`src/rtl/trigger_gen_multi_pkg.sv`:
```
// trigger_gen_multi_pkg: shared mode/state encodings and config validation for the multi-channel trigger generator
package trigger_gen_multi_pkg;
  typedef enum logic [1:0] {
    MODE_CONT    = 2'd0,
    MODE_BURST   = 2'd1,
    MODE_ONESHOT = 2'd2,
    MODE_RSVD    = 2'd3
  } mode_e;
  typedef enum logic [1:0] {IDLE, ARM, RUN, DONE} state_e;
  function automatic logic cfg_bad(input mode_e mode, input logic period_lt2, input logic burst_zero);
    return mode == MODE_RSVD || period_lt2 || (mode == MODE_BURST && burst_zero);
  endfunction
endpackage

```
`src/rtl/trigger_gen_multi_if.sv`:
```
// trigger_gen_multi_if: control, config and trigger-output bundle of the trigger generator
interface trigger_gen_multi_if #(
  parameter int NUM_CH    = 4,
  parameter int CNT_WIDTH = 32,
  parameter int BURST_W   = 16
) ();
  logic                        enable;
  logic                        sync_in;
  logic                        load_config;
  logic [1:0]                  mode;
  logic                        ext_sync_en;
  logic [BURST_W-1:0]          burst_count;
  logic [CNT_WIDTH-1:0]        pulse_period;
  logic [NUM_CH*CNT_WIDTH-1:0] pulse_width;
  logic [NUM_CH*CNT_WIDTH-1:0] phase_offset;
  logic [NUM_CH-1:0]           trigger_out;
  logic                        active;
  logic                        done;
  logic                        cfg_error;
  modport master (
    output enable, sync_in, load_config, mode, ext_sync_en, burst_count,
           pulse_period, pulse_width, phase_offset,
    input  trigger_out, active, done, cfg_error
  );
  modport slave (
    input  enable, sync_in, load_config, mode, ext_sync_en, burst_count,
           pulse_period, pulse_width, phase_offset,
    output trigger_out, active, done, cfg_error
  );
endinterface

```
`src/rtl/trigger_gen_multi_channel.sv`:
```
// trigger_gen_multi_channel: phase/width window compare on the shared counter plus registered pin driver
module trigger_gen_multi_channel #(
  parameter int CNT_WIDTH = 32
) (
  input  logic                 clk,
  input  logic                 resetn,
  input  logic [CNT_WIDTH-1:0] cnt_i,
  input  logic [CNT_WIDTH-1:0] period_i,
  input  logic [CNT_WIDTH-1:0] width_i,
  input  logic [CNT_WIDTH-1:0] phase_i,
  input  logic                 run_i,
  output logic                 trig_o
);
  logic [CNT_WIDTH-1:0] ph;
  logic [CNT_WIDTH-1:0] d;
  logic                 trig_d;
  logic                 trig_q;
  // d is the distance since this channel's phase point, so width>=period keeps it always high
  always_comb begin
    ph     = (phase_i >= period_i) ? phase_i - period_i : phase_i;
    d      = (cnt_i >= ph) ? cnt_i - ph : cnt_i + period_i - ph;
    trig_d = (d < width_i) & run_i;
  end
  always_ff @(posedge clk or negedge resetn)
    if (!resetn) trig_q <= 1'b0;
    else         trig_q <= trig_d;
  assign trig_o = trig_q;
endmodule

```
`src/rtl/trigger_gen_multi.sv`:
```
// trigger_gen_multi: NUM_CH phase-offset pulse trains from one period counter with burst/one-shot modes and boundary-safe config
module trigger_gen_multi
  import trigger_gen_multi_pkg::*;
#(
  parameter int NUM_CH    = 4,
  parameter int CNT_WIDTH = 32,
  parameter int BURST_W   = 16
) (
  input  logic             clk,
  input  logic             resetn,
  trigger_gen_multi_if.slave bus
);
  localparam int VW = NUM_CH * CNT_WIDTH;
  state_e               state_q, state_d;
  logic [CNT_WIDTH-1:0] cnt_q, cnt_d;
  logic [BURST_W-1:0]   left_q, left_d;
  logic                 sync_q, lock_q, lock_d, err_q, err_d;
  mode_e                stg_mode_q, stg_mode_d, act_mode_q, act_mode_d;
  logic [BURST_W-1:0]   stg_burst_q, stg_burst_d;
  logic [CNT_WIDTH-1:0] stg_period_q, stg_period_d, act_period_q, act_period_d;
  logic [VW-1:0]        stg_width_q, stg_width_d, act_width_q, act_width_d;
  logic [VW-1:0]        stg_phase_q, stg_phase_d, act_phase_q, act_phase_d;
  logic                 bad, load_ok, sync_rise, wrap, apply, gate;
  logic [BURST_W-1:0]   reload;
  logic [NUM_CH-1:0]    trig;
  always_comb begin
    bad          = cfg_bad(mode_e'(bus.mode), bus.pulse_period < CNT_WIDTH'(2), bus.burst_count == '0);
    load_ok      = bus.load_config & ~bad;
    err_d        = bus.load_config ? bad : err_q;
    stg_mode_d   = load_ok ? mode_e'(bus.mode) : stg_mode_q;
    stg_burst_d  = load_ok ? bus.burst_count : stg_burst_q;
    stg_period_d = load_ok ? bus.pulse_period : stg_period_q;
    stg_width_d  = load_ok ? bus.pulse_width : stg_width_q;
    stg_phase_d  = load_ok ? bus.phase_offset : stg_phase_q;
    sync_rise    = bus.sync_in & ~sync_q;
    wrap         = state_q == RUN && cnt_q == act_period_q - 1'b1;
    // a load on the wrap cycle lands in staging only, so it reaches the counter one period later
    apply        = state_q != RUN || wrap;
    act_mode_d   = apply ? stg_mode_q : act_mode_q;
    act_period_d = apply ? stg_period_q : act_period_q;
    act_width_d  = apply ? stg_width_q : act_width_q;
    act_phase_d  = apply ? stg_phase_q : act_phase_q;
    reload       = act_mode_d == MODE_BURST ? stg_burst_q : BURST_W'(1);
    state_d      = state_q;
    unique case (state_q)
      IDLE: if (!lock_q || sync_rise) state_d = (sync_rise && bus.ext_sync_en) ? RUN : ARM;
      ARM:  if (!bus.ext_sync_en || sync_rise) state_d = RUN;
      RUN:  if (wrap && act_mode_q != MODE_CONT && left_q == BURST_W'(1)) state_d = DONE;
      DONE: state_d = IDLE;
    endcase
    if (!bus.enable) state_d = IDLE;
    cnt_d  = (state_q == RUN && state_d == RUN && !wrap) ? cnt_q + 1'b1 : '0;
    left_d = (state_q != RUN && state_d == RUN) ? reload :
             wrap ? (act_mode_q == MODE_CONT ? reload : left_q - 1'b1) : left_q;
    // a finished burst stays parked in IDLE until enable drops or a fresh sync_in arrives
    lock_d = !bus.enable ? 1'b0 :
             state_q == DONE ? 1'b1 :
             (state_q == IDLE && state_d != IDLE) ? 1'b0 : lock_q;
    gate   = state_q == RUN && state_d == RUN;
  end
  always_ff @(posedge clk or negedge resetn)
    if (!resetn) begin
      state_q      <= IDLE;
      cnt_q        <= '0;
      left_q       <= '0;
      sync_q       <= 1'b0;
      lock_q       <= 1'b0;
      err_q        <= 1'b0;
      stg_mode_q   <= MODE_CONT;
      act_mode_q   <= MODE_CONT;
      stg_burst_q  <= BURST_W'(1);
      stg_period_q <= CNT_WIDTH'(2);
      act_period_q <= CNT_WIDTH'(2);
      stg_width_q  <= '0;
      act_width_q  <= '0;
      stg_phase_q  <= '0;
      act_phase_q  <= '0;
    end else begin
      state_q      <= state_d;
      cnt_q        <= cnt_d;
      left_q       <= left_d;
      sync_q       <= bus.sync_in;
      lock_q       <= lock_d;
      err_q        <= err_d;
      stg_mode_q   <= stg_mode_d;
      act_mode_q   <= act_mode_d;
      stg_burst_q  <= stg_burst_d;
      stg_period_q <= stg_period_d;
      act_period_q <= act_period_d;
      stg_width_q  <= stg_width_d;
      act_width_q  <= act_width_d;
      stg_phase_q  <= stg_phase_d;
      act_phase_q  <= act_phase_d;
    end
  for (genvar i = 0; i < NUM_CH; i++) begin : g_ch
    trigger_gen_multi_channel #(.CNT_WIDTH(CNT_WIDTH)) u_ch (
      .clk      (clk),
      .resetn   (resetn),
      .cnt_i    (cnt_q),
      .period_i (act_period_q),
      .width_i  (act_width_q[i*CNT_WIDTH +: CNT_WIDTH]),
      .phase_i  (act_phase_q[i*CNT_WIDTH +: CNT_WIDTH]),
      .run_i    (gate),
      .trig_o   (trig[i])
    );
  end
  assign bus.trigger_out = trig;
  assign bus.active      = state_q == RUN;
  assign bus.done        = state_q == DONE;
  assign bus.cfg_error   = err_q;
endmodule

```
`src/flat_wrapper.sv`:
```
// flat-port wrapper written by rule: the top's interface ports become plain ports
module trigger_gen_multi_flat import trigger_gen_multi_pkg::*;
#(
  parameter int NUM_CH    = 4,
  parameter int CNT_WIDTH = 32,
  parameter int BURST_W   = 16
)
  (clk, resetn, bus_enable, bus_sync_in, bus_load_config, bus_mode, bus_ext_sync_en, bus_burst_count, bus_pulse_period, bus_pulse_width, bus_phase_offset, bus_trigger_out, bus_active, bus_done, bus_cfg_error);
  trigger_gen_multi_if #(.NUM_CH(NUM_CH), .CNT_WIDTH(CNT_WIDTH), .BURST_W(BURST_W)) bus_i ();
  input  logic clk;
  input  logic resetn;
  input wire logic [$bits(bus_i.enable)-1:0] bus_enable;
  input wire logic [$bits(bus_i.sync_in)-1:0] bus_sync_in;
  input wire logic [$bits(bus_i.load_config)-1:0] bus_load_config;
  input wire logic [$bits(bus_i.mode)-1:0] bus_mode;
  input wire logic [$bits(bus_i.ext_sync_en)-1:0] bus_ext_sync_en;
  input wire logic [$bits(bus_i.burst_count)-1:0] bus_burst_count;
  input wire logic [$bits(bus_i.pulse_period)-1:0] bus_pulse_period;
  input wire logic [$bits(bus_i.pulse_width)-1:0] bus_pulse_width;
  input wire logic [$bits(bus_i.phase_offset)-1:0] bus_phase_offset;
  output wire logic [$bits(bus_i.trigger_out)-1:0] bus_trigger_out;
  output wire logic [$bits(bus_i.active)-1:0] bus_active;
  output wire logic [$bits(bus_i.done)-1:0] bus_done;
  output wire logic [$bits(bus_i.cfg_error)-1:0] bus_cfg_error;
  assign bus_i.enable = bus_enable;
  assign bus_i.sync_in = bus_sync_in;
  assign bus_i.load_config = bus_load_config;
  assign bus_i.mode = bus_mode;
  assign bus_i.ext_sync_en = bus_ext_sync_en;
  assign bus_i.burst_count = bus_burst_count;
  assign bus_i.pulse_period = bus_pulse_period;
  assign bus_i.pulse_width = bus_pulse_width;
  assign bus_i.phase_offset = bus_phase_offset;
  assign bus_trigger_out = bus_i.trigger_out;
  assign bus_active = bus_i.active;
  assign bus_done = bus_i.done;
  assign bus_cfg_error = bus_i.cfg_error;
  trigger_gen_multi #(.NUM_CH(NUM_CH), .CNT_WIDTH(CNT_WIDTH), .BURST_W(BURST_W)) u_core (.clk(clk), .resetn(resetn), .bus(bus_i));
endmodule
```
`config.mk`:
```
export PLATFORM = sky130hd
export DESIGN_NAME = trigger_gen_multi_flat
export DESIGN_NICKNAME = d
export VERILOG_FILES = /design/src/rtl/trigger_gen_multi_pkg.sv /design/src/rtl/trigger_gen_multi_if.sv /design/src/rtl/trigger_gen_multi_channel.sv /design/src/rtl/trigger_gen_multi.sv /design/src/flat_wrapper.sv
export SDC_FILE = /design/constraint.sdc
export NUM_CORES = 2
export LEC_CHECK = 0
export BUFFER_PORTS_ARGS = -buffer_cell sky130_fd_sc_hd__clkbuf_2
export CAP_MARGIN = 40
export CORE_ASPECT_RATIO = 2
export CORE_MARGIN = 2
export CORE_UTILIZATION = 60
export CTS_BUF_LIST = sky130_fd_sc_hd__clkbuf_16
export DETAILED_ROUTE_END_ITERATION = 10
export PLACE_DENSITY = 0.8
export SLEW_MARGIN = 5
export SYNTH_ARGS = -nofsm -noshare
export SYNTH_HDL_FRONTEND = slang
export SYNTH_SLANG_ARGS = --single-unit
```
`constraint.sdc`:
```
create_clock -name clk -period 22.8 [get_ports clk]
set_input_delay 3.42 -clock clk [delete_from_list [all_inputs] [get_ports clk]]
set_output_delay 3.42 -clock clk [all_outputs]
set_load 0.01 [all_outputs]
```
==> Word level (Yosys, flattened, before mapping) <==
Index checks and enable logic that the tools add are counted.
{ "totals": {"reg_bits": 653, "latchBits": 0, "ram_bits": 0, "romBits": 0, "inputBits": 312, "out_inout_bits": 7, "wordCells": 113, "mem_count": 0} }
{ "op_classes": {"n_addsub": 16, "mul": 0, "div": 0, "order_cmp": 13, "n_eq_ne": 11, "n_shift": 0, "mux": 23, "bitwise": 8, "n_reduce_logical": 23} }
{ "ops": {"columns": ["cell", "n"], "rows": [
  ["32-bit subtractor", 12],
  ["32-bit 2-to-1 mux", 9],
  ["32-bit greater-or-equal comparator", 8],
  ["32-bit < comparator", 4],
  ["16-bit 2-to-1 mux", 4],
  ["32-bit by 1-bit adder with 32-bit output (second input constant)", 1],
  ["32-bit adder", 1],
  ["32-bit equality test", 1],
  ["32-bit by 2-bit < comparator with 1-bit output (second input constant)", 1],
  ["32-bit by 1-bit subtractor with 32-bit output (second input constant)", 1],
  ["16-bit by 1-bit equality test with 1-bit output (second input constant)", 1],
  ["16-bit logical NOT", 1],
  ["16-bit by 1-bit subtractor with 16-bit output (second input constant)", 1],
  ["2-bit 2-to-1 mux", 6],
  ["1-bit logical AND", 9],
  ["2-bit equality test (second input constant)", 4],
  ["2-bit case mux with 4 select lines", 1],
  ["1-bit AND", 6],
  ["2-bit by 1-bit equality test with 1-bit output (second input constant)", 3],
  ["2-bit nonzero test", 3],
  ["1-bit logical OR", 5],
  ["2-bit logical NOT", 2],
  ["1-bit logical NOT", 3],
  ["1-bit 2-to-1 mux", 3],
  ["3 further kinds", 4]
]} }

==> Logic depth before layout (Yosys ltp) <==
{ "depth": {"depth_word": 13, "ltp_mapped": 47, "ltp_nobuf": 46} }

==> Cells and area by module <==
Synthesis repeated with hierarchy kept, for this count alone.
{ "hier_totals": {"hier_cells": 5602, "hier_area_um2": 54312.1} }
{ "by_module_without_submodules": {"columns": ["mod", "instances", "cells_per_inst", "area_each_um2", "seq_area_each_um2"], "rows": [
  ["trigger_gen_multi", 1, 1766, 26121.3, 16244.3],
  ["trigger_gen_multi_channel (u_core.g_ch[0].u_ch)", 1, 981, 7235.7, 25.0],
  ["trigger_gen_multi_channel (u_core.g_ch[1].u_ch)", 1, 980, 7058.0, 25.0],
  ["trigger_gen_multi_channel (u_core.g_ch[3].u_ch)", 1, 941, 7011.7, 25.0],
  ["trigger_gen_multi_channel (u_core.g_ch[2].u_ch)", 1, 934, 6885.4, 25.0]
]} }

==> Worst setup path before layout <==
OpenSTA, ideal clock, no wires.
{ "synth_timing": {"path_kind": "register -> register", "start": "reg u_core.act_period_q[1]", "end": "reg u_core.g_ch[1].u_ch.trig_q", "setup_time_ns": 0.066, "arrival_ns": 7.697, "required_time_ns": 22.734, "setup_slack_ns": 15.037, "stages_incl_launch_ff": 41, "path_buffers": 4, "synth_period_minus_slack_ns": 7.763, "path_cell_list": "dfstp_2 inv_1 fa_1 a21oi_1 o21bai_1 a221o_1 a221o_1 a221o_1 o211ai_1 nand2_1 buf_1 clkbuf_1 nand2_1 o21ai_0 ha_1 a21o_1 a21oi_1 o21bai_1 [... 5 more ...] buf_2 buf_2 a21oi_1 ha_1 a21o_1 a21o_1 a21oi_1 nor2b_1 o21ai_0 nand2b_1 a21oi_1 nor2b_1 o21ai_0 a21boi_0 o21ai_0 nand2_1 nor2_1 o31a_1"} }
{ "synth_between": {"elab_chain_cells": 11, "word_cells_on_any_way": 20, "cone_classes": "add/sub (5); order compare (3); eq/ne (2); mux (5); bitwise (1); reduce/logical (4)"} }
{ "synth_lines": {"columns": ["item", "line_no", "text"], "rows": [
  ["start, declared", "trigger_gen_multi.sv:20", "logic [CNT_WIDTH-1:0] stg_period_q, stg_period_d, act_period_q, act_period_d;"],
  ["start signal, assigned", "trigger_gen_multi.sv:89", "act_period_q <= act_period_d;"],
  ["branches (longest 10 deep; another with 32-bit subtractor)", null, null],
  ["1-bit AND *", "trigger_gen_multi_channel.sv:22", "trig_d = (d < width_i) & run_i;"],
  ["named net u_core.g_ch[1].u_ch.trig_d", "trigger_gen_multi_channel.sv:16", "logic trig_d;"],
  ["end signal, assigned", "trigger_gen_multi_channel.sv:26", "else trig_q <= trig_d;"],
  ["end, declared", "trigger_gen_multi_channel.sv:17", "logic trig_q;"]
]} }
Mark *: on every way through the listed nets, which the timed path passes.
A chain may end at the register's enable or synchronous reset.

==> Worst setup path after layout <==
{ "layout_timing": {"start": "reg u_core.act_period_q[12]", "end": "reg u_core.g_ch[3].u_ch.trig_q"} }
{ "layout_between": {"elab_chain_cells": 11, "word_cells_on_any_way": 20, "cone_classes": "add/sub (5); order compare (3); eq/ne (2); mux (5); bitwise (1); reduce/logical (4)"} }
{ "layout_lines": {"columns": ["item", "line_no"], "rows": [
  ["branches (longest 10 deep; another with 32-bit subtractor)", null],
  ["1-bit AND *", "trigger_gen_multi_channel.sv:22"],
  ["named net u_core.g_ch[3].u_ch.trig_d", "trigger_gen_multi_channel.sv:16"],
  ["end signal, assigned", "trigger_gen_multi_channel.sv:26"],
  ["end, declared", "trigger_gen_multi_channel.sv:17"]
]} }
Marks and branches as above.

==> impl_metrics.py <==
metrics = {
    "grt": {
        "grt_pass1_wl_um": 294700,
        "globalRoute.totalOverflow": 0,
        "grt_max_degree": 176,
        "grt_pass1_vias": 47849,
        "grt_usage": 0.4524,
        "antenna_found_initial": 14,
    },
    "worst_setup_path": {
        "worst_path_most_repeated_cell": "a21o_1",
        "required_ns": 23.41,
        "critical-path-slowest-cell": "inv_1",
        "worst-setup-path-type": "register to register",
        "critPathMaxFanout": 39,
        "cp.arrival_ns": 10.22,
        "cp-end-kind": "register",
        "rr_endpoint": "u_core.g_ch[3].u_ch.trig_o",
        "r2r-start": "u_core.act_period_q[12]",
        "cp-startpoint": "u_core.act_period_q[12]",
        "r2r_cells": 37,
        "crit_path_start_kind": "register",
        "max_stage_delay_ns": 0.60,
        "r2r_setup_slack_ns": 13.19,
    },
    "timing": {
        "skew_ns": 0.02491,
        "setup_viol": 0,
        "timing.setup.tns_ns": 0,
        "tightest_slew_ns": 0.9772,
        "rsz0062_at_grt": "false",
        "clock.fmax_ghz": 0.1040,
        "finalCriticalPeriod_ns": 9.615,
        "slew-limit-headroom": 0.3416,
        "hold_viol": 0,
        "final-max-slew-violation-count": 0,
        "fin_crit_sh": 0.4217,
    },
    "clocking": {
        "cts_setup_buffers": 0,
        "cts-buffers-inserted": 60,
        "cts_resized": 0,
        "h-tree-depth": 2,
        "clock_latency_ns": 0.72,
        "path_clk_slew_ns": 0.07,
        "root_buffer": "clkbuf_16",
        "clk_path_buf_depth": 3,
        "clock-sinks": 653,
        "hold_buffers": 0,
        "cts_tree": "built",
    },
    "place": {
        "dpl.cell_count": 7072,
        "gp_congestion": 1.093,
        "io_buffer_count": 318,
        "dp_hpwl_um": 159300,
    },
    "synthesis": {
        "synth_area_leaders": "dfrtp_1 31%, ha_1 13%, mux2_2 9.7%",
        "ys_ff_latch": 653,
        "synth_area_leader_cell": "dfrtp_1",
        "syn_area_sq_um": 51670,
        "syn_avg_cell_area_sq_um": 8.982,
        "post-synth-top-area-fraction": 0.3148,
        "ys_seq_area_frac": 0.3163,
        "syn-instance-count": 5753,
        "yosys_warnings": 0,
        "ys_types": 91,
        "ys_async_sr_fraction": 1.000,
        "ys.flop_type": "dfrtp_1",
        "syn_nets": 6601,
        "synth_edf_count": 0,
    },
    "pwr": {
        "netSwitchingFraction": 0.4996,
        "clkPwrFrac": 0.133,
        "p_leak_nw": 27.65,
        "p_comb_frac": 0.679,
        "ir_drop_uv": 90.53,
        "p_seq_frac": 0.189,
        "p_int_mw": 4.003,
        "p_sw_mw": 3.997,
        "p_per_area_nw_per_um2": 139.8,
    },
    "detailed_routing": {
        "antenna_left": 0,
        "vias": 47526,
        "wl_per_cell_um": 28.02,
        "post-route-drc-count": 0,
        "vias_per_cell": 6.600,
        "dr.pass1.iters": 6,
        "totalWireLength_um": 201800,
        "drt_iter0_drc": 4359,
    },
    "layout": {
        "fin_cells": 7201,
        "final_common_cell": "dfrtp_1",
        "synthToLayoutAreaGrowth_pct": 10.72,
        "layout-drive-gt1-share": 0.1702,
        "nets": 6907,
        "final_cell_mix": "650 x dfrtp_1, 531 x ha_1, 517 x a21oi_1, 517 x o21ai_0, 466 x nand2_1",
        "fill_cells": 6965,
    },
    "hold_path": {
        "holdPathEnd": "u_core.act_width_q[19]",
        "hold_class": "register to register",
        "min_from": "u_core.stg_width_q[19]",
        "whs_path_depth": 2,
    },
    "floorplanning": {
        "die_x_um": 211.5,
        "core_sq_um": 85580,
        "die_h_um": 419.0,
        "die-area_sq_um": 88630,
        "num_rows": 152,
        "start_util": 0.6038,
        "ios": 319,
    },
    "run_status": {
        "status": "complete, no violations",
    },
    "flow_run": {
        "cap_violations": 0,
    },
}
[stage by stage]
stage	area, sq um	utilization	hold WS, ns	power [mW]	setup slack [ns]
2_1_floorplan	51670	-	0.4444	5.092	15.04
3_3_place_gp	54720	0.6393	0.4569	6.641	13.43
3_5_place_dp	55140	0.6443	0.4653	6.744	13.63
4_1_cts	57160	0.6679	0.4799	7.836	13.56
5_1_grt	57200	0.6683	0.4996	8.505	12.63
6_report	57210	0.6685	0.4778	8.001	13.19
[metal layers]
metal | share of wire | GRT usage | vias to the layer above
li1 | - | - | 21450
met1 | 0.33 | 0.4709 | 22825
met2 | 0.45 | 0.7251 | 2286
met3 | 0.086 | 0.1121 | 959
met4 | 0.13 | 0.4605 | 6
met5 | 0.00021 | 0 | -
[synthesized netlist by cell type (10+ instances only)]
library cell / count
a211o_1: 14
a211oi_1: 28
a21boi_0: 16
a21o_1: 238
a21oi_1: 518
a221o_1: 11
a22oi_1: 11
a311oi_1: 11
a31oi_1: 45
a41oi_1: 13
and2_1: 24
and3_1: 47
and4_1: 14
buf_1: 16
buf_2: 30
clkbuf_1: 132
dfrtp_1: 650
ha_1: 531
inv_1: 293
maj3_1: 10
mux2_2: 443
mux2i_1: 47
nand2_1: 466
nand2b_1: 89
nand3_1: 97
nand4_1: 93
nor2_1: 341
nor2b_1: 75
nor3_1: 77
nor4_1: 36
o2111ai_1: 19
o211ai_1: 15
o21a_1: 59
o21ai_0: 517
o21bai_1: 54
o31a_1: 10
o31ai_1: 24
or2_2: 19
or3_1: 26
or4_1: 11
xnor2_1: 277
xor2_1: 152
[area by class of cell]
class,count,area [sq um],area share
timing repair buffer,427,2650,0.04632
multi-input combinational,4622,33720,0.5893
clock inverter,54,514.2,0.008988
inverter,295,1107,0.01935
clock buffer,60,1501,0.02624
antenna,12,30.03,0.0005249
sequential,653,16340,0.2857
tap,1078,1349,0.02358
[power by group through the flow]
stage / clock (mW) / combinational [mW] / sequential (mW)
final: 1.06 / 5.43 / 1.51
after global routing: 1.11 / 5.87 / 1.52
after CTS: 1.07 / 5.27 / 1.50
after detailed placement: 0 / 5.23 / 1.52
after global placement: 0 / 5.13 / 1.51
after floorplan: 0 / 3.66 / 1.44
[registers in the layout (all words and copies together) (netlist names), 32 cells and up]
signal,flops
u_core.stg_phase_q,128
u_core.act_width_q,128
u_core.act_phase_q,128
u_core.stg_period_q,32
u_core.cnt_q,32
u_core.act_period_q,32
u_core.stg_width_q,128
[cells by family (layout without fill, tap and decap cells)]
| kind of cell | count (synthesis) | after routing | share of synthesized area |
|---|---|---|---|
| AND/OR/NAND/NOR | 1451 | 1451 | 0.1348 |
| other | 0 | 12 | 0 |
| XOR/XNOR | 429 | 429 | 0.07271 |
| multiplexers | 491 | 491 | 0.1059 |
| buffers and inverters | 478 | 836 | 0.03581 |
| AO/OA/AOI/OAI | 1703 | 1703 | 0.2017 |
| flip-flops | 653 | 653 | 0.3163 |
| adder cells (fa/ha/maj) | 548 | 548 | 0.1329 |
[critical path, delay by kind of cell (launching register included)]
family / cells / cell delay (ns)
and+or+nand+nor: 7 / 1.29
xor gates and xnor gates: 1 / 0.17
DFF: 1 / 0.44
buffers and inverters: 2 / 1.08
adders and majority gates: 3 / 1.10
AOI/OAI and AO/OA: 24 / 5.41
[how the worst max path moves through the flow]
stage                                       to  cells after the start
global route        u_core.g_ch[3].u_ch.trig_o                     37
detailed placement  u_core.g_ch[1].u_ch.trig_o                     35
floorplan           u_core.g_ch[1].u_ch.trig_o                     40
global placement    u_core.g_ch[1].u_ch.trig_o                     40
CTS                 u_core.g_ch[1].u_ch.trig_o                     35
finish              u_core.g_ch[3].u_ch.trig_o                     37
Power figures use the tool's default switching activity.
